### src/rtl/rsa_pkg.sv
// ---------------------------------------------------------------------------
// rsa_pkg
// Shared definitions for the RSA modular-multiply datapath.
//  - state_t   : sequencer states (IDLE / RED / MUL / RSP)
//  - ONE       : unit step for the bit counter
//  - ERR_BIT   : fill bit for the n==0 error result (all ones)
//  - acc_width : accumulator width, W+2 bits, enough for 2*acc + addend < 3n
// ---------------------------------------------------------------------------
package rsa_pkg;

  typedef enum logic [1:0] {
    IDLE = 2'd0,
    RED  = 2'd1,
    MUL  = 2'd2,
    RSP  = 2'd3
  } state_t;

  localparam int   ONE     = 1;
  localparam logic ERR_BIT = 1'b1;

  function automatic int acc_width(input int w);
    return w + 2;
  endfunction

endpackage

### src/rtl/rsa_modsub_step.sv
// ---------------------------------------------------------------------------
// rsa_modsub_step
// One interleaved modular step: res = (2*acc + addend) reduced by up to SUBS
// conditional subtractions of n. With acc < n and addend < n, SUBS=2 keeps
// the result below n; SUBS=1 suffices when addend is a single bit.
// Ports:
//  acc    in  W+2  running accumulator (always < n)
//  addend in  W+2  value added after the doubling
//  n      in  W    modulus
//  res    out W+2  reduced result
// ---------------------------------------------------------------------------
module rsa_modsub_step
  import rsa_pkg::*;
#(
  parameter int DATA_WIDTH = 8,
  parameter int SUBS       = 1
) (
  input  logic [acc_width(DATA_WIDTH)-1:0] acc,
  input  logic [acc_width(DATA_WIDTH)-1:0] addend,
  input  logic [DATA_WIDTH-1:0]            n,
  output logic [acc_width(DATA_WIDTH)-1:0] res
);

  localparam int AW = acc_width(DATA_WIDTH);

  logic [AW-1:0] n_ext;
  logic [AW-1:0] s;

  assign n_ext = {{(AW-DATA_WIDTH){1'b0}}, n};

  always_comb begin
    s = (acc << 1) + addend;
    for (int i = 0; i < SUBS; i++) begin
      if (s >= n_ext) s = s - n_ext;
    end
    res = s;
  end

endmodule

### src/rtl/rsa_modmul.sv
// ---------------------------------------------------------------------------
// rsa_modmul
// Sequential modular multiplier answering rsa_core_ctrl: dinx = (x*m) mod n.
// Phase RED reduces m mod n one bit per cycle (MSB first), phase MUL does an
// interleaved shift-add multiply of x by that residue, one bit per cycle.
// Ports:
//  ctrl_clk    in   1  clock
//  ctrl_rst    in   1  asynchronous reset, active low
//  ctrl_start  in   1  request; operands captured on the edge it is sampled
//  ctrl_doutx  in   W  multiplicand x
//  ctrl_m      in   W  multiplier m (may exceed n)
//  ctrl_n      in   W  modulus n (0 yields all-ones error result)
//  ctrl_loadx  out  1  one-cycle result strobe
//  ctrl_dinx   out  W  result, held until the next strobe
//  mm_busy     out  1  operation in progress
// ---------------------------------------------------------------------------
module rsa_modmul
  import rsa_pkg::*;
#(
  parameter int DATA_WIDTH = 8
) (
  input  logic                  ctrl_clk,
  input  logic                  ctrl_rst,
  input  logic                  ctrl_start,
  input  logic [DATA_WIDTH-1:0] ctrl_doutx,
  input  logic [DATA_WIDTH-1:0] ctrl_m,
  input  logic [DATA_WIDTH-1:0] ctrl_n,
  output logic                  ctrl_loadx,
  output logic [DATA_WIDTH-1:0] ctrl_dinx,
  output logic                  mm_busy
);

  localparam int            AW      = acc_width(DATA_WIDTH);
  localparam int            CW      = (DATA_WIDTH > 1) ? $clog2(DATA_WIDTH) : 1;
  localparam logic [CW-1:0] CNT_TOP = CW'(DATA_WIDTH - 1);

  state_t state_q, state_n;
  logic   loadx_n;

  logic [DATA_WIDTH-1:0] x_q, m_q, n_q;
  logic [AW-1:0]         r_q, p_q;
  logic [CW-1:0]         cnt_q;

  logic [AW-1:0] red_addend, mul_addend;
  logic [AW-1:0] r_step, p_step;

  assign red_addend = {{(AW-1){1'b0}}, m_q[cnt_q]};
  assign mul_addend = x_q[cnt_q] ? r_q : '0;

  rsa_modsub_step #(.DATA_WIDTH(DATA_WIDTH), .SUBS(1)) u_red (
    .acc    (r_q),
    .addend (red_addend),
    .n      (n_q),
    .res    (r_step)
  );

  rsa_modsub_step #(.DATA_WIDTH(DATA_WIDTH), .SUBS(2)) u_mul (
    .acc    (p_q),
    .addend (mul_addend),
    .n      (n_q),
    .res    (p_step)
  );

  always_ff @(posedge ctrl_clk or negedge ctrl_rst) begin
    if (!ctrl_rst) state_q <= IDLE;
    else           state_q <= state_n;
  end

  // A new start overrides whatever is running; RSP still strobes its result.
  always_comb begin
    state_n = state_q;
    loadx_n = 1'b0;
    case (state_q)
      IDLE: state_n = IDLE;
      RED:  if (cnt_q == '0) state_n = MUL;
      MUL:  if (cnt_q == '0) state_n = RSP;
      RSP: begin
        loadx_n = 1'b1;
        state_n = IDLE;
      end
      default: state_n = IDLE;
    endcase
    if (ctrl_start) state_n = (ctrl_n == '0) ? RSP : RED;
  end

  // Operands are used only from the capture registers; the controller
  // reuses its live buses while it waits.
  always_ff @(posedge ctrl_clk or negedge ctrl_rst) begin
    if (!ctrl_rst) begin
      x_q   <= '0;
      m_q   <= '0;
      n_q   <= '0;
      r_q   <= '0;
      p_q   <= '0;
      cnt_q <= '0;
    end else if (ctrl_start) begin
      x_q   <= ctrl_doutx;
      m_q   <= ctrl_m;
      n_q   <= ctrl_n;
      r_q   <= '0;
      cnt_q <= CNT_TOP;
      p_q   <= (ctrl_n == '0) ? {{(AW-DATA_WIDTH){1'b0}}, {DATA_WIDTH{ERR_BIT}}} : '0;
    end else begin
      case (state_q)
        RED: begin
          r_q <= r_step;
          if (cnt_q == '0) begin
            p_q   <= '0;
            cnt_q <= CNT_TOP;
          end else begin
            cnt_q <= cnt_q - CW'(ONE);
          end
        end
        MUL: begin
          p_q <= p_step;
          if (cnt_q != '0) cnt_q <= cnt_q - CW'(ONE);
        end
        default: ;
      endcase
    end
  end

  always_ff @(posedge ctrl_clk or negedge ctrl_rst) begin
    if (!ctrl_rst) begin
      ctrl_loadx <= 1'b0;
      ctrl_dinx  <= '0;
      mm_busy    <= 1'b0;
    end else begin
      ctrl_loadx <= loadx_n;
      if (loadx_n) ctrl_dinx <= p_q[DATA_WIDTH-1:0];
      mm_busy    <= (state_n != IDLE);
    end
  end

endmodule
### config.mk
export PLATFORM = sky130hd
export DESIGN_NAME = rsa_modmul
export DESIGN_NICKNAME = d
export VERILOG_FILES = /design/src/rtl/rsa_pkg.sv /design/src/rtl/rsa_modsub_step.sv /design/src/rtl/rsa_modmul.sv
export SDC_FILE = /design/constraint.sdc
export NUM_CORES = 1
export LEC_CHECK = 0
export CAP_MARGIN = 5
export CORE_MARGIN = 3
export CORE_UTILIZATION = 39
export DETAILED_ROUTE_END_ITERATION = 8
export SLEW_MARGIN = 20
export SYNTH_ARGS = -nofsm -noshare
export SYNTH_HDL_FRONTEND = slang
export SYNTH_SLANG_ARGS = --single-unit
### constraint.sdc
create_clock -name ctrl_clk -period 14.3 [get_ports ctrl_clk]
set_input_delay 1.43 -clock ctrl_clk [delete_from_list [all_inputs] [get_ports ctrl_clk]]
set_output_delay 1.43 -clock ctrl_clk [all_outputs]
set_load 0.02 [all_outputs]
Word level (Yosys, flattened, before mapping)
Cells that the tools add are included.
Storage, ports and cells
  register bits: 58
  bits of input ports: 27
  output and inout port bits: 10
  word-level logic and storage cells: 59
Cells by class
  add/subtract/negate cells: 6
  order comparisons: 4
  equality and inequality tests: 5
  mux-type cells: 24
  reduce and logical (&&, ||, !) cells: 10
Operators with widths (number)
  $mux 10: 5
  $ge 10x8->1: 3
  $mux 9: 3
  $sub 10x8->10: 2
  $pmux 9 s2: 1
  $add 10x1->10: 1
  $add 10x10->10: 1
  $mux 3: 3
  $sub 9x8->9: 1
  $logic_not 8->1: 1
  $mux 2: 4
  $mux 8: 1
  $bmux 1 s3: 2
  $ne 3x3->1 const B: 2
  $pmux 2 s3: 1
  $pmux 3 s2: 1
  $reduce_bool 3->1: 2
  $eq 2x2->1 const B: 2
  $lt 3x4->1 const B: 1
  $reduce_and 2->1: 2
  $reduce_bool 2->1: 2
  $logic_not 3->1: 1
  $mux 1: 3
  $sub 3x1->3 const B: 1
  3 further kinds: 3

Logic depth before layout (Yosys ltp)
  depth in word-level cells: 10
  mapped depth: 31

By module
From an unflattened synthesis, not the netlist that was laid out.
Second synthesis, totals
  cell total of the unflattened synthesis: 511
  area, all modules: 4884.7 sq um
Modules (own cells, without submodules)
  rsa_modmul: instances 1, cells each 228, area an instance 2651.3 sq um
  rsa_modsub_step at u_mul: instances 1, cells each 175, area an instance 1373.8 sq um
  rsa_modsub_step at u_red: instances 1, cells each 108, area an instance 859.6 sq um

Worst setup path before layout
Ideal clock, no wire load.
  kind: register to register
  start point: register cnt_q[0]
  end point: register p_q[0]
  arrival: 5.732 ns
  required time: 14.173 ns
  slack: 8.441 ns
  stages on the path, launching flop included: 31
  period minus slack after synthesis: 5.859 ns
  cells stage by stage: dfrtp_1 -> buf_6 -> mux4_2 -> mux2i_4 -> nor2b_1 -> ha_1 -> fa_1 -> a211oi_1 -> nor2_1 -> o21a_1 -> nor2_1 -> xnor2_1 -> ha_1 -> a21oi_1 -> o21ai_0 -> a21o_1 -> nand4bb_1 -> buf_6 -> nor2_4 -> a21oi_2 -> ha_1 -> nor2b_1 -> o21ai_0 -> nand2b_1 -> a41o_1 -> a21oi_1 -> nand4bb_1 -> o211ai_1 -> buf_4 -> nor3_1 -> o32a_2
Between the ends
  longest elaborated chain between the ends: 10
  elaborated cells between the ends (all ways): 15
  classes of those cells: 3 x add/sub; 2 x order compare; 1 x eq/ne; 7 x mux; 2 x reduce/logical
RTL lines
  from (decl): RTL line rsa_modmul.sv:42  | logic [CW-1:0] cnt_q;
  from (signal assigned): RTL line rsa_modmul.sv:111  | cnt_q <= cnt_q - CW'(ONE);
  from (signal assigned): RTL line rsa_modmul.sv:116  | if (cnt_q != '0) cnt_q <= cnt_q - CW'(ONE);
  $bmux 1 s3: RTL line rsa_modmul.sv:48  | assign mul_addend = x_q[cnt_q] ? r_q : '0;
  $mux 1 (not written as such): RTL line rsa_modmul.sv:48
  $mux 10: RTL line rsa_modmul.sv:48
  $add 10x10->10: RTL line rsa_modsub_step.sv:32  | s = (acc << 1) + addend;
  $sub 10x8->10 / $ge 10x8->1 (equally long branches): RTL line rsa_modsub_step.sv:34  | if (s >= n_ext) s = s - n_ext;
  $mux 10: RTL line rsa_modsub_step.sv:34
  $sub 9x8->9 / $ge 10x8->1 (equally long branches): RTL line rsa_modsub_step.sv:34
  $mux 9: RTL line rsa_modsub_step.sv:34
  $pmux 9 s2: RTL line rsa_modmul.sv:104  | case (state_q)
  $mux 9: RTL line rsa_modmul.sv:96  | end else if (ctrl_start) begin
  to (signal assigned): RTL line rsa_modmul.sv:102  | p_q <= (ctrl_n == '0) ? {{(AW-DATA_WIDTH){1'b0}}, {DATA_WIDTH{ERR_BIT}}} : '0;
  to (signal assigned): RTL line rsa_modmul.sv:115  | p_q <= p_step;
  to (decl): RTL line rsa_modmul.sv:41  | logic [AW-1:0] r_q, p_q;
Parallel ways exist; a longest one is shown, timed or not. The select of a mux whose other input is x is not followed.
A chain may end at the register's enable or synchronous reset.

Final worst setup path
Ends and elaborated chain as after synthesis.

==> out/qor.yml <==
layout:
  mostFrequentLayoutCells: "dfrtp_1, o21ai_0, ha_1, clkdlybuf4s50_1, nor2_1"
  nFillCells: 1006
  n_antenna_cell: 0
  area_growth_pct: 16.1
  drive_gt1_share_pct: 13.3
  multi_input_comb_area_sq_mm: 0.00256
  final_cell_area_sq_mm: 0.00483
  final_common_cell: "dfrtp_1"
  seq_area_sq_mm: 0.00145
  layout.nets: 527
timing:
  fin_worst_skew_ns: 0.00749
  max_slew_margin_pct: 39.5
  setup_viol: 0
  slew_violations: 0
  min_period_ns: 7.35
  setup_slack_ns: 6.95
  hold_violations: 0
  min_period_over_period_pct: 51.4
  worst_pin_slew_ns: 0.908
  setup_tns_ns: 0
  rsz0062_at_grt: "no"
  fmax_mhz: 136
placed_design:
  portBuffers: 36
  hpwl_um: 7120
  place_area_sq_mm: 0.00463
  place.gp.congestion: 0.894
  post-place-ws_ns: 6.98
clock_tree:
  tritoncts: "done"
  cts_made_buffers: 9
  postCtsResizedCells: 0
  cts_setup_buffers: 0
  clock-sinks: 58
  root_buffer: "clkbuf_8"
  hold_buffers: 0
  clk_latency_ns: 0.35
  path_clk_slew_ns: 0.08
  h-tree-depth: 3
  clockBufferDepth: 2
yosys:
  syn_avg_cell_area_sq_um: 9.73
  ys_ff_latch: 58
  ys_warn_count: 0
  synth_cells: 428
  synth-edff-count: 0
  synth_cell_type_count: 49
  yosysSeqAreaShare_pct: 34.9
  synth-async-reset-ratio_pct: 100
  synth-main-ff-cell: "dfrtp_1"
  synthesis.nets: 493
  syn_area_sq_mm: 0.00416
floorplan:
  ios: 37
  fp-row-count: 37
  coreArea_sq_mm: 0.0104
  dieArea_sq_mm: 0.0119
  die_h_um: 109
  start_util_pct: 40.1
  fp.dieW_um: 109
global_route:
  grt_overflow: 0
  grt_max_degree: 59
  antenna_found_initial: 0
  grt_pass1_vias: 3250
  grt_use_total_pct: 16.9
  grt_first_pass_wirelength_um: 15700
power:
  swShare_pct: 42.4
  power_density_mw_per_mm2: 178
  p_seq_share_pct: 23.9
  p_clk_share_pct: 18.2
  intPower_mw: 0.495
  power.leakage_nw: 2.17
  power.switching_mw: 0.365
  irDropWorstVdd_uv: 61.2
  comb_power_share_pct: 57.9
critical_path:
  worst-setup-path-type: "register to register"
  crit_path_max_fanout: 11
  critPathRequiredTime_ns: 14.54
  path_common_cell: "ha_1"
  critPathLaunchType: "register"
  crit_slowest_cell: "o211ai_1"
  slowest_delay_ns: 0.61
  endpoint_kind: "register"
  critPathArrivalTime_ns: 7.59
flow_run:
  maxCapViolations: 0
detailed_routing:
  ant_nets: 0
  drtIter0Drc: 146
  firstDrtPassIters: 5
  vias: 3235
  wire_per_inst_um: 15.4
  drc_errors: 0
  routed_wl_um: 9270
  viasPerCell: 5.36
run_status:
  status: "complete, no violations"
min_path:
  hold_class: "register to register"
-- final cells by class --
| class | instances | area share, % |
|---|---|---|
| sequential | 58 | 30.0 |
| clock buffer | 9 | 2.56 |
| tap | 136 | 3.52 |
| inverter | 20 | 1.55 |
| multi-input combinational | 334 | 52.9 |
| clock inverter | 7 | 1.66 |
| timing repair buffer | 39 | 7.72 |
-- registers in the layout, summed over array words and instances, names as in the netlist --
name,count
mm_busy,1
ctrl_loadx,1
state_q,2
ctrl_dinx,8
p_q,9
x_q,8
cnt_q,3
n_q,8
r_q,10
m_q,8
-- layer usage --
layer | up-vias | part of all wire (%) | track usage (%)
li1 | 1634 | - | -
met1 | 1537 | 47 | 22.0
met5 | - | 0 | 0
met2 | 60 | 47 | 28.2
met3 | 4 | 4.3 | 3.17
met4 | 0 | 1.0 | 5.52
-- logic make-up (layout without fill, tap and decap cells) --
kind of cell | after synthesis | count (layout) | synth area share, %
adder cells (fa/ha/maj) | 38 | 38 | 12.1
flip-flops | 58 | 58 | 34.9
XOR/XNOR | 21 | 21 | 4.75
multiplexers | 42 | 42 | 12.5
AND/OR/NAND/NOR | 119 | 119 | 14.8
buffers and inverters | 36 | 75 | 3.70
AO/OA/AOI/OAI | 114 | 114 | 17.3
-- path summary, 6_finish.rpt --
kind	startpoint	end	slack, ns	cells past startpoint
min reg2reg	x_q[7]$_DFFE_PN0P_	x_q[7]$_DFFE_PN0P_	0.50	1
min	x_q[7]$_DFFE_PN0P_	x_q[7]$_DFFE_PN0P_	0.50	1
min in group asynchronous	ctrl_rst	p_q[0]$_DFFE_PN0P_	1.23	2
max	cnt_q[0]$_DFFE_PN0P_	p_q[0]$_DFFE_PN0P_	6.95	27
max in group asynchronous	ctrl_rst	n_q[6]$_DFFE_PN0P_	12.57	2
max reg2reg	cnt_q[0]$_DFFE_PN0P_	p_q[0]$_DFFE_PN0P_	6.95	27
-- synthesized netlist by cell type, types with 5 or more instances --
cell type   n  area (sq um)
a211oi_1   11          82.6
a21o_1     10          75.1
a21oi_1    25           125
buf_1       5          18.8
clkbuf_1    8          30.0
dfrtp_1    58          1450
ha_1       34           425
inv_1      20          75.1
mux2_2     30           338
mux2i_1     7          70.1
nand2_1    26          97.6
nand2b_1    9          56.3
nand3_1     6          30.0
nor2_1     31           116
nor2b_1    15          93.8
nor3_1      6          30.0
o211ai_1   10          75.1
o21a_1      5          37.5
o21ai_0    37           185
xnor2_1    14           123
xor2_1      6          52.6
-- power groups by stage --
| stage | logic (mW) | clock network (mW) | registers (mW) |
|---|---|---|---|
| global route | 0.558 | 0.169 | 0.209 |
| finish | 0.498 | 0.156 | 0.206 |
| CTS | 0.495 | 0.161 | 0.206 |
| floorplan | 0.401 | 0 | 0.203 |
| global placement | 0.484 | 0 | 0.209 |
| detailed placement | 0.492 | 0 | 0.209 |
-- worst max-delay path, delay by kind of cell, from the launching register on --
kind	cells	cell delay (ns)
AO/OA/AOI/OAI	10	2.51
flip-flops	1	0.56
adder cells (fa/ha/maj)	5	1.38
multiplexers	3	1.29
AND/OR/NAND/NOR	8	1.34
XOR/XNOR	1	0.16
-- stage by stage --
stage / utilization (%) / power (mW) / hold WS (ns) / instances
detailed placement: 44.6 / 0.701 / 0.493 / 587
CTS: 46.6 / 0.862 / 0.509 / 603
finish: 46.6 / 0.860 / 0.505 / 603
floorplan: - / 0.604 / 0.475 / 428
global route: 46.6 / 0.936 / 0.524 / 603
global placement: 44.6 / 0.693 / 0.487 / 587
Power figures use the tool's default switching activity.
